===== src/rtl/dcache_pkg.sv =====
`default_nettype none
//------------------------------------------------------------------------------
// Module  : dcache_pkg
// Purpose : Shared types, geometry constants and the word-select helper for
//           the direct-mapped write-through L1 data cache.
// Contents: state_t      - controller FSM states (IDLE / FILL / WTHRU)
//           WORD_W       - CPU word width
//           LINE_W       - cache line width (4 words)
//           ADDR_W       - word address width
//           INDEX_BITS   - line index bits
//           OFFSET_BITS  - word-in-line offset bits
//           TAG_W        - tag width
//           word_sel()   - extract word k from a line
// Revision: 1.0 - initial release
//------------------------------------------------------------------------------
package dcache_pkg;

  localparam int WORD_W      = 32;
  localparam int LINE_W      = 128;
  localparam int ADDR_W      = 10;
  localparam int INDEX_BITS  = 4;
  localparam int OFFSET_BITS = 2;
  localparam int TAG_W       = ADDR_W - OFFSET_BITS - INDEX_BITS;

  typedef enum logic [1:0] {
    IDLE  = 2'd0,
    FILL  = 2'd1,
    WTHRU = 2'd2
  } state_t;

  // Word k of a line lives at bits [32k+31:32k].
  function automatic logic [WORD_W-1:0] word_sel(
    input logic [LINE_W-1:0]      line,
    input logic [OFFSET_BITS-1:0] off
  );
    return line[WORD_W*int'(off) +: WORD_W];
  endfunction

endpackage : dcache_pkg
`default_nettype wire


===== src/rtl/dcache_line_array.sv =====
`default_nettype none
//------------------------------------------------------------------------------
// Module  : dcache_line_array
// Purpose : Valid / tag / data storage for the direct-mapped data cache.
//           Only the valid bits are reset (asynchronously); tag and data
//           contents are meaningless until their valid bit is set.
// Ports   : clk, reset        - clock, async active-high reset
//           wr_idx            - line index shared by both write ports
//           line_we/line_tag/line_data - full line fill, sets valid
//           word_we/word_off/word_data - single word update (write hit)
//           rd_idx            - combinational read index
//           rd_valid/rd_tag/rd_line    - combinational read data
// Revision: 1.0 - initial release
//------------------------------------------------------------------------------
module dcache_line_array
  import dcache_pkg::*;
#(
  parameter int LINE_WIDTH  = 128,
  parameter int DATA_WIDTH  = 32,
  parameter int INDEX_BITS  = 4,
  parameter int TAG_WIDTH   = 4,
  parameter int OFF_BITS    = 2
) (
  input  logic                  clk,
  input  logic                  reset,
  input  logic [INDEX_BITS-1:0] wr_idx,
  input  logic                  line_we,
  input  logic [TAG_WIDTH-1:0]  line_tag,
  input  logic [LINE_WIDTH-1:0] line_data,
  input  logic                  word_we,
  input  logic [OFF_BITS-1:0]   word_off,
  input  logic [DATA_WIDTH-1:0] word_data,
  input  logic [INDEX_BITS-1:0] rd_idx,
  output logic                  rd_valid,
  output logic [TAG_WIDTH-1:0]  rd_tag,
  output logic [LINE_WIDTH-1:0] rd_line
);

  localparam int LINES = 1 << INDEX_BITS;

  logic [LINES-1:0]      r_valid;
  logic [TAG_WIDTH-1:0]  r_tag  [LINES];
  logic [LINE_WIDTH-1:0] r_data [LINES];

  always_ff @(posedge clk or posedge reset) begin
    if (reset) begin
      r_valid <= '0;
    end else if (line_we) begin
      r_valid[wr_idx] <= 1'b1;
    end
  end

  // A fill and a word update are never requested in the same cycle; the
  // fill takes precedence should that ever happen.
  always_ff @(posedge clk) begin
    if (line_we) begin
      r_tag[wr_idx]  <= line_tag;
      r_data[wr_idx] <= line_data;
    end else if (word_we) begin
      r_data[wr_idx][DATA_WIDTH*int'(word_off) +: DATA_WIDTH] <= word_data;
    end
  end

  assign rd_valid = r_valid[rd_idx];
  assign rd_tag   = r_tag[rd_idx];
  assign rd_line  = r_data[rd_idx];

endmodule : dcache_line_array
`default_nettype wire


===== src/rtl/dcache_controller.sv =====
`default_nettype none
//------------------------------------------------------------------------------
// Module  : dcache_controller
// Purpose : Direct-mapped, write-through, no-write-allocate L1 data cache
//           between the CPU load/store port and data_memory. Read hits
//           complete with no wait; misses fill a 128-bit line, and every
//           store is written through as a single word. The CPU is stalled
//           until mem_ready on misses and stores.
// Ports   : clk, reset              - clock, async active-high reset
//           cpu_read/cpu_write      - CPU requests (held while stalled)
//           cpu_addr/cpu_wdata      - CPU word address / store data
//           cpu_rdata/cpu_stall     - load data / stall back to CPU
//           mem_read/mem_write      - line fill / word write-through request
//           mem_addr/mem_wdata      - memory address / write data
//           mem_line/mem_ready      - fill data / completion pulse
//           hit_count/miss_count    - saturating read hit/miss statistics
// Revision: 1.0 - initial release
//------------------------------------------------------------------------------
module dcache_controller
  import dcache_pkg::*;
#(
  parameter int DATA_WIDTH = 32,
  parameter int LINE_WIDTH = 128,
  parameter int ADDR_WIDTH = 10,
  parameter int INDEX_BITS = 4,
  parameter int CNT_WIDTH  = 16
) (
  input  logic                  clk,
  input  logic                  reset,
  input  logic                  cpu_read,
  input  logic                  cpu_write,
  input  logic [ADDR_WIDTH-1:0] cpu_addr,
  input  logic [DATA_WIDTH-1:0] cpu_wdata,
  output logic [DATA_WIDTH-1:0] cpu_rdata,
  output logic                  cpu_stall,
  output logic                  mem_read,
  output logic                  mem_write,
  output logic [ADDR_WIDTH-1:0] mem_addr,
  output logic [DATA_WIDTH-1:0] mem_wdata,
  input  logic [LINE_WIDTH-1:0] mem_line,
  input  logic                  mem_ready,
  output logic [CNT_WIDTH-1:0]  hit_count,
  output logic [CNT_WIDTH-1:0]  miss_count
);

  localparam int TAG_WIDTH = ADDR_WIDTH - OFFSET_BITS - INDEX_BITS;

  state_t r_state;
  state_t w_next;

  logic [ADDR_WIDTH-1:0] r_addr;
  logic [DATA_WIDTH-1:0] r_wdata;

  // Address fields of the live CPU request and of the latched request.
  logic [TAG_WIDTH-1:0]   w_cpu_tag;
  logic [INDEX_BITS-1:0]  w_cpu_idx;
  logic [OFFSET_BITS-1:0] w_cpu_off;
  logic [TAG_WIDTH-1:0]   w_lat_tag;
  logic [INDEX_BITS-1:0]  w_lat_idx;
  logic [OFFSET_BITS-1:0] w_lat_off;

  assign {w_cpu_tag, w_cpu_idx, w_cpu_off} = cpu_addr;
  assign {w_lat_tag, w_lat_idx, w_lat_off} = r_addr;

  logic                  w_rd_valid;
  logic [TAG_WIDTH-1:0]  w_rd_tag;
  logic [LINE_WIDTH-1:0] w_rd_line;
  logic [INDEX_BITS-1:0] w_rd_idx;
  logic [TAG_WIDTH-1:0]  w_cmp_tag;
  logic                  w_hit;

  logic w_line_we;
  logic w_word_we;
  logic w_hit_inc;
  logic w_miss_inc;

  // In IDLE the array is probed with the live request; in WTHRU the latched
  // address decides whether the resident line needs its word updated.
  assign w_rd_idx  = (r_state == IDLE) ? w_cpu_idx : w_lat_idx;
  assign w_cmp_tag = (r_state == IDLE) ? w_cpu_tag : w_lat_tag;
  assign w_hit     = w_rd_valid && (w_rd_tag == w_cmp_tag);

  dcache_line_array #(
    .LINE_WIDTH (LINE_WIDTH),
    .DATA_WIDTH (DATA_WIDTH),
    .INDEX_BITS (INDEX_BITS),
    .TAG_WIDTH  (TAG_WIDTH),
    .OFF_BITS   (OFFSET_BITS)
  ) u_lines (
    .clk       (clk),
    .reset     (reset),
    .wr_idx    (w_lat_idx),
    .line_we   (w_line_we),
    .line_tag  (w_lat_tag),
    .line_data (mem_line),
    .word_we   (w_word_we),
    .word_off  (w_lat_off),
    .word_data (r_wdata),
    .rd_idx    (w_rd_idx),
    .rd_valid  (w_rd_valid),
    .rd_tag    (w_rd_tag),
    .rd_line   (w_rd_line)
  );

  always_ff @(posedge clk or posedge reset) begin
    if (reset) begin
      r_state <= IDLE;
    end else begin
      r_state <= w_next;
    end
  end

  // The request is captured every IDLE cycle, so the copy taken on the cycle
  // that leaves IDLE is the one used for the whole transaction; address
  // changes while stalled are ignored.
  always_ff @(posedge clk or posedge reset) begin
    if (reset) begin
      r_addr  <= '0;
      r_wdata <= '0;
    end else if (r_state == IDLE) begin
      r_addr  <= cpu_addr;
      r_wdata <= cpu_wdata;
    end
  end

  always_comb begin
    w_next     = r_state;
    cpu_stall  = 1'b0;
    cpu_rdata  = '0;
    mem_read   = 1'b0;
    mem_write  = 1'b0;
    mem_addr   = '0;
    mem_wdata  = '0;
    w_line_we  = 1'b0;
    w_word_we  = 1'b0;
    w_hit_inc  = 1'b0;
    w_miss_inc = 1'b0;

    case (r_state)
      IDLE: begin
        if (cpu_write) begin
          cpu_stall = 1'b1;
          w_next    = WTHRU;
        end else if (cpu_read) begin
          if (w_hit) begin
            cpu_rdata = word_sel(w_rd_line, w_cpu_off);
            w_hit_inc = 1'b1;
          end else begin
            cpu_stall  = 1'b1;
            w_miss_inc = 1'b1;
            w_next     = FILL;
          end
        end
      end

      FILL: begin
        mem_read  = 1'b1;
        mem_addr  = {w_lat_tag, w_lat_idx, {OFFSET_BITS{1'b0}}};
        cpu_stall = 1'b1;
        if (mem_ready) begin
          // Forward the requested word straight from the fill bus.
          cpu_rdata = word_sel(mem_line, w_lat_off);
          cpu_stall = 1'b0;
          w_line_we = 1'b1;
          w_next    = IDLE;
        end
      end

      WTHRU: begin
        mem_write = 1'b1;
        mem_addr  = r_addr;
        mem_wdata = r_wdata;
        cpu_stall = 1'b1;
        if (mem_ready) begin
          cpu_stall = 1'b0;
          w_word_we = w_hit;
          w_next    = IDLE;
        end
      end

      default: begin
        w_next = IDLE;
      end
    endcase
  end

  always_ff @(posedge clk or posedge reset) begin
    if (reset) begin
      hit_count  <= '0;
      miss_count <= '0;
    end else begin
      if (w_hit_inc && (hit_count != {CNT_WIDTH{1'b1}})) begin
        hit_count <= hit_count + 1'b1;
      end
      if (w_miss_inc && (miss_count != {CNT_WIDTH{1'b1}})) begin
        miss_count <= miss_count + 1'b1;
      end
    end
  end

endmodule : dcache_controller
`default_nettype wire

===== config.mk =====
export PLATFORM = sky130hd
export DESIGN_NAME = dcache_controller
export DESIGN_NICKNAME = d
export VERILOG_FILES = /design/src/rtl/dcache_pkg.sv /design/src/rtl/dcache_line_array.sv /design/src/rtl/dcache_controller.sv
export SDC_FILE = /design/constraint.sdc
export NUM_CORES = 2
export LEC_CHECK = 0
export BUFFER_PORTS_ARGS = -buffer_cell sky130_fd_sc_hd__buf_2
export CAP_MARGIN = 10
export CORE_MARGIN = 2
export CORE_UTILIZATION = 30
export DETAILED_ROUTE_END_ITERATION = 8
export GPL_ROUTABILITY_DRIVEN = 0
export HOLD_SLACK_MARGIN = 0.15
export PLACE_DENSITY = 0.5
export SLEW_MARGIN = 5
export SYNTH_ARGS = -nofsm -noshare
export SYNTH_HDL_FRONTEND = slang
export SYNTH_SLANG_ARGS = --single-unit

===== constraint.sdc =====
create_clock -name clk -period 5.5 [get_ports clk]
set_input_delay 0.825 -clock clk [delete_from_list [all_inputs] [get_ports clk]]
set_output_delay 0.825 -clock clk [all_outputs]
set_load 0.01 [all_outputs]

* Yosys cells after proc, flatten, opt, wreduce, memory -nomap -nowiden
Memories as Yosys holds them, arrays and structs flattened.
Index checks and enable logic that the tools add are counted.
** Storage, ports and cells
- Bits in registers :: 92
- Bits in writable memories :: 2112
- Word-level logic and storage cells :: 330
- Memories kept :: 2
** Operators by class
- $add $sub $neg :: 3
- $lt $le $gt $ge :: 3
- Eq/ne operators :: 8
- Shift operators :: 4
- Mux-type cells :: 168
- Bitwise operators :: 129
- Reductions and logical operators :: 7
** Memories
- u_lines.r_data :: words 16, width 128, rd ports 1, clocked after memory_dff 0, wr ports 1, RTL line dcache_line_array.sv:43 : logic [LINE_WIDTH-1:0] r_data [LINES];
- u_lines.r_tag :: words 16, width 4, rd ports 1, clocked after memory_dff 0, wr ports 1, RTL line dcache_line_array.sv:42 : logic [TAG_WIDTH-1:0] r_tag [LINES];
** Operators with widths (count)
- variable part select 128 x 8 -> 32 bit :: 2
- two-way mux 32 bit :: 5
- two-way mux 1 bit :: 150
- two-way mux 128 bit :: 1
- bitwise OR 1 bit :: 128
- variable shift 32 x 33 -> 128 bit, first input constant :: 1
- variable part select 32 x 33 -> 128 bit :: 1
- one-hot mux 32 bit (2 select lines) :: 1
- negator 7 -> 33 bit :: 1
- adder 16 x 1 -> 16 bit, second input constant :: 2
- != test 16 bit, second input constant :: 2
- one-hot mux 10 bit (2 select lines) :: 1
- bitwise OR 16 bit :: 1
- less-than comparator 4 x 5 -> 1 bit, second input constant :: 2
- two-way mux 2 bit :: 4
- two-way mux 4 bit :: 2
- != test 3 bit, second input constant :: 2
- binary-select mux 1 bit (select 4 bit) :: 1
- demux 1 bit (select 4 bit) :: 1
- equality test 4 bit :: 1
- >= comparator 4 x 1 -> 1 bit, second input constant :: 1
- logical AND 1 bit :: 4
- one-hot mux 2 bit (2 select lines) :: 1
- AND reduction 3 bit :: 1
- other kinds (6) :: 6

* Logic depth before layout (Yosys ltp)
- Depth in word-level cells :: 11
- Mapped depth :: 19
- Gate-level depth less buffers :: 12

* Modules after synthesis
From an unflattened synthesis, not the netlist that was laid out.
** Unflattened totals
- Cells, all modules :: 4092
- Area total of the unflattened synthesis :: 87258.7 um^2
** By module, submodules not included
- dcache_line_array :: instances 1, cells each 3652, area an instance 81744.6 um^2
- dcache_controller :: instances 1, cells each 440, area an instance 5514.0 um^2

* Least setup slack after synthesis
Ideal clock, no wire load.
- Path kind :: input-to-reg
- Start point :: input cpu_addr[3]
- End point :: memory u_lines.r_data[10][0] (enable)
- Arrival :: 4832 ps
- Setup slack :: 236 ps
- Stages :: 11
- Path through :: mux2i_1 clkbuf_1 mux2_2 a211oi_1 and3_1 o221ai_1 nor3_1 nand3_1 clkbuf_1 clkbuf_1 a21oi_1
** On the way
- Longest elaborated chain between the ends :: 10
- Elaborated cells on any way between the ends :: 12
** Ends and longest elaborated chain
- start, declared :: RTL line dcache_controller.sv:32 : input logic [ADDR_WIDTH-1:0] cpu_addr,
- two-way mux 4 bit (*) :: RTL line dcache_controller.sv:79 : assign w_rd_idx = (r_state == IDLE) ? w_cpu_idx : w_lat_idx;
- memory read (16 x 4 bit) or binary-select mux 1 bit (select 4 bit) (tied branches)
- equality test 4 bit or two-way mux 1 bit (tied branches) :: RTL line dcache_controller.sv:81, dcache_line_array.sv:64
- logical AND 1 bit (*) :: RTL line dcache_controller.sv:81 : assign w_hit = w_rd_valid && (w_rd_tag == w_cmp_tag);
- two-way mux 1 bit (*) :: RTL line dcache_controller.sv:174 : if (mem_ready) begin
- two-way mux 1 bit (*) :: RTL line dcache_controller.sv:139 : case (r_state)
- two-way mux 1 bit (*) :: RTL line dcache_line_array.sv:59 : end else if (word_we) begin
- two-way mux 1 bit (*) :: RTL line dcache_line_array.sv:56 : if (line_we) begin
- two-way mux 128 bit (implied by the code) (*) :: RTL line dcache_line_array.sv:60 : r_data[wr_idx][DATA_WIDTH*int'(word_off) +: DATA_WIDTH] <= word_data;
- bitwise OR 1 bit (no source line) (*)
- end, declared :: RTL line dcache_line_array.sv:43
Mark *: on every way between the ends. The rest lies on a longest branch, timed or not. The select of a mux whose other input is x is not followed.

* Worst setup path in the final report
- Start point :: register r_state[0]
- End point :: output cpu_rdata[28]
** On the way
- Longest elaborated chain between the ends :: 9
- Elaborated cells on any way between the ends :: 15
** Ends and longest elaborated chain
- start, declared :: RTL line dcache_controller.sv:48 : state_t r_state;
- start signal, assigned :: RTL line dcache_controller.sv:109 : r_state <= w_next;
- branches (longest 8 deep; another with memory read (16 x 128 bit))
- one-hot mux 32 bit (2 select lines) (*) :: RTL line dcache_controller.sv:139
- end, declared :: RTL line dcache_controller.sv:34 : output logic [DATA_WIDTH-1:0] cpu_rdata,
Every way passes the cells marked *. The select of a mux whose other input is x is not followed.

==> impl_results.md <==
* Fin crit share at 1.00
* DP Area at 0.102 mm2
* Core area at 0.304 mm2
* Cell variety after synth at 63
* Hold Path Depth at 2
* MaxCap Viol Count at 0
* Synth Warn # at 0
* Reg-to-reg slack, setup at 0.23 ns
* CP dominant cell by count: buf_4
* Combinational group share of total power at 0.421
* CP Max Fanout at 35
* Sequential power share at 0.323
* Worst-Skew Late Latency at 0.93 ns
* Register bit total from synthesis at 2204
* Max Fclk at 181 MHz
* Synth Flop Type: edfxtp_1
* # rows at 202
* CP endpoint kind: primary output
* CP Cell Sequence: inv_2 -> ha_4 -> mux2i_4 -> buf_12 -> inv_16 -> buf_16 -> buf_4 -> clkbuf_16 -> nand2_1 -> nand3_1 -> a311oi_1 -> a31oi_1 -> buf_4 -> a21oi_1 -> a21o_1 -> o21ai_1 -> buf_4 -> buf_2
* Area of the mapped netlist at 0.0917 mm2
* DR vias at 65100
* WL/cell at 28.3 um
* Failing checks: setup timing
* Worst Setup Path Type: flop to primary output
* Initial DRC Count at 6951
* CTS sink cnt at 2204
* Initial antenna violation count at 18
* HP Class: input pin to flop
* Root buf cell: clkbuf_16
* Worst path max stage delay at 0.39 ns
* Initial Util at 0.302
* Clock share of power at 0.256
* LEAKAGE at 39.5 nW
* Worst Skew at 0.100 ns
* Drt drc at 0
* Overall global routing resource usage at 0.214
* Avg Inst Size Synth at 12.3 um2
* Die height at 557 um
* Number of routed nets with antenna violations at 0
* Largest net degree at the start of global routing at 97
* Vias per std cell at 5.32
* Switching Fraction at 0.402
* Drt pass-1 iters at 8
* Final net count at 8147
* Min cycle time layout at 5.52 ns
* Int Power at 36.9 mW
* Post-Syn Instances at 7459
* Layout overhead on the synthesized area at 22.2%
* Setup Viol. Count Final at 1
* Number of flops mapped to enable cells by yosys at 2112
* Die width at 557 um
* Final WS setup at -0.0151 ns
* Num CTS Buffers at 234
* Number of I/O pins at 284
* Maximum clock path buffer count at 4
* Worst rel slew slack at 0.0836
* Hold EP: r_wdata[28]
* Vias in the first global route at 61600
* Worst setup SP type: flop
* Layout Cells excl Fill at 12200
* Design area at 0.112 mm2
* Worst-path clk slew at 0.06 ns
* Fraction of registers with async set/reset at 0.0417
* P_sw at 24.8 mW
* # port buffers at 283
* Final HPWL DP at 200000 um
* Data arrival, critical path at 4.69 ns
* H-tree Lvls at 4
* Max VDD drop at 0.473 mV
* Unrepaired setup endpoints after global routing: true
* Slew Viols, Final at 0
* Slowest-stage cell, CP: dfrtp_1
* Die ar. at 0.310 mm2
* Pwr per Cell Area at 551 mW/mm2
* HP Start: cpu_wdata[28]
* Status: complete, but fails checks
* Global-route wire length before repair at 477000 um
* Worst R2R End: u_lines.r_data[7][52]
* Final hold violations at 0
* Slew at the pin closest to its max-slew limit at 1.37 ns
* Origin of the critical flop-to-flop path: r_state[0]
* CTS tree: built
* Grt ovf at 0
* Post-Syn Nets at 7645
* Seq/Total Area, Yosys at 0.717
* # placed instances at 11700
* Final wirelength at 346000 um
* Reg2Reg Depth at 16
* Worst EP required at 4.68 ns
* Layout cells sized above 1 at 0.170
state kept, by name (all words and copies together), names as in the netlist:
signal,flops
hit_count,16
miss_count,16
r_addr,10
r_state,2
r_wdata,32
u_lines.r_data,2048
u_lines.r_tag,64
u_lines.r_valid,16
cell type report:
type,instances,area (um2)
well taps,4080,5100
multi-input cells,4628,24700
inverters,80,350
clock inverters,138,1430
fillers,29100,191000
clock buffers,283,6100
flip-flops and latches,2204,65700
diodes,17,42.5
repair inverters,2,22.5
repair buffers,811,8540
worst max-delay path: cells and delay by family, from the launching register on:
family	cells	cell delay [ns]
AO/OA/AOI/OAI	5	1.14
adder cells (fa/ha/maj)	1	0.23
buffers and inverters	9	1.43
flip-flops	1	0.39
multiplexers	1	0.35
AND/OR/NAND/NOR	2	0.19
power by group through the flow:
stage | registers (mW) | logic (mW) | clock network (mW)
6_report | 19.9 | 26.0 | 15.8
5_1_grt | 19.9 | 27.4 | 16.7
4_1_cts | 19.9 | 24.9 | 16.0
3_5_place_dp | 20.3 | 22.5 | 0
3_3_place_gp | 20.2 | 22.4 | 0
2_1_floorplan | 19.7 | 12.9 | 0
metal layers:
layer / vias up / global-route usage / part of all wire
met4: 4 / 0.133 / 0.072
met2: 2890 / 0.352 / 0.47
met3: 669 / 0.0301 / 0.069
li1: 28400 / - / -
met5: - / 0 / 0.000069
met1: 33200 / 0.267 / 0.39
kinds of logic after synthesis:
family,Yosys count,synth area share
AND/OR/NAND/NOR,3673,0.173
adder cells (fa/ha/maj),11,0.00150
XOR/XNOR,30,0.00287
AO/OA/AOI/OAI,800,0.0613
flip-flops,2204,0.717
buffers and inverters,627,0.0263
multiplexers,114,0.0179
synth_stat cells, types with 10 or more instances:
library cell	number	area share
nand2_1	2219	0.091
buf_2	20	0.0011
nand4_1	10	0.00068
o21ai_0	225	0.012
dfrtp_1	92	0.025
mux2_2	40	0.0049
edfxtp_1	2112	0.69
o211ai_1	12	0.00098
a21oi_1	72	0.0039
ha_1	11	0.0015
and3_1	144	0.0098
a211oi_1	36	0.0029
mux2i_1	37	0.0040
and2_1	46	0.0031
a21o_1	33	0.0027
inv_1	78	0.0032
nor3_1	13	0.00071
a31oi_1	68	0.0046
clkbuf_1	480	0.020
nand2b_1	11	0.00075
nor2b_1	18	0.0012
xor2_1	13	0.0012
nor2_1	86	0.0035
or2_2	20	0.0014
xnor2_1	17	0.0016
nand3_1	1085	0.059
a311oi_1	321	0.031
buf_1	42	0.0017
mux4_2	35	0.0086
placed cells by master, fill, tap and decap left out, drive strengths merged, types with 8 or more instances in the layout:
master and instances:
buf 760, mux2i 38, nor2 86, nor2b 18, a211oi 36, nand4 10, dlygate4sd3 14, and3 144
a21oi 72, nor4 8, dfrtp 92, nand2 2219, nand2b 11, a21o 33, bufinv 27, mux4 35
clkinv 103, a31oi 68, diode 17, mux2 41, xnor2 17, or2 20, and2 47, edfxtp 2112
clkbuf 296, nand3 1085, xor2 13, a311oi 322, nor3 13, bufbuf 24, ha 11, inv 85
o211ai 12, o21ai 225
timing repair:
item                       4_1_cts  5_1_grt
hold buffers                    14        0
hold endpoints to repair        67        0
gates resized for setup        119       77
pin swaps                       10       17
setup endpoints to repair      796       32
cloned                          25       15
setup buffers                   16       11
stage by stage:
step           setup slack, ns  hold WS (ns)  total power, mW  setup TNS (ns)  utilization
2_1_floorplan            0.236         0.434             32.6               0            -
3_3_place_gp            -0.359         0.447             42.7         -286.30        0.336
4_1_cts                -0.0286         0.150             60.8          -0.101        0.367
6_report               -0.0151         0.199             61.7         -0.0151        0.369
5_1_grt                -0.0963         0.189             64.0           -1.29        0.369
3_5_place_dp            -0.336         0.454             42.8         -138.83        0.336
worst max path at each step:
stage	startpoint	to	cells past startpoint
5_1_grt	r_state[0]	cpu_rdata[28]	17
3_5_place_dp	cpu_addr[3]	cpu_rdata[13]	15
4_1_cts	r_state[1]	cpu_rdata[13]	16
6_report	r_state[0]	cpu_rdata[28]	18
2_1_floorplan	cpu_addr[3]	u_lines.r_data[10][0]	11
3_3_place_gp	cpu_addr[3]	cpu_rdata[13]	15
No activity file was read; power rests on OpenSTA's default activity.
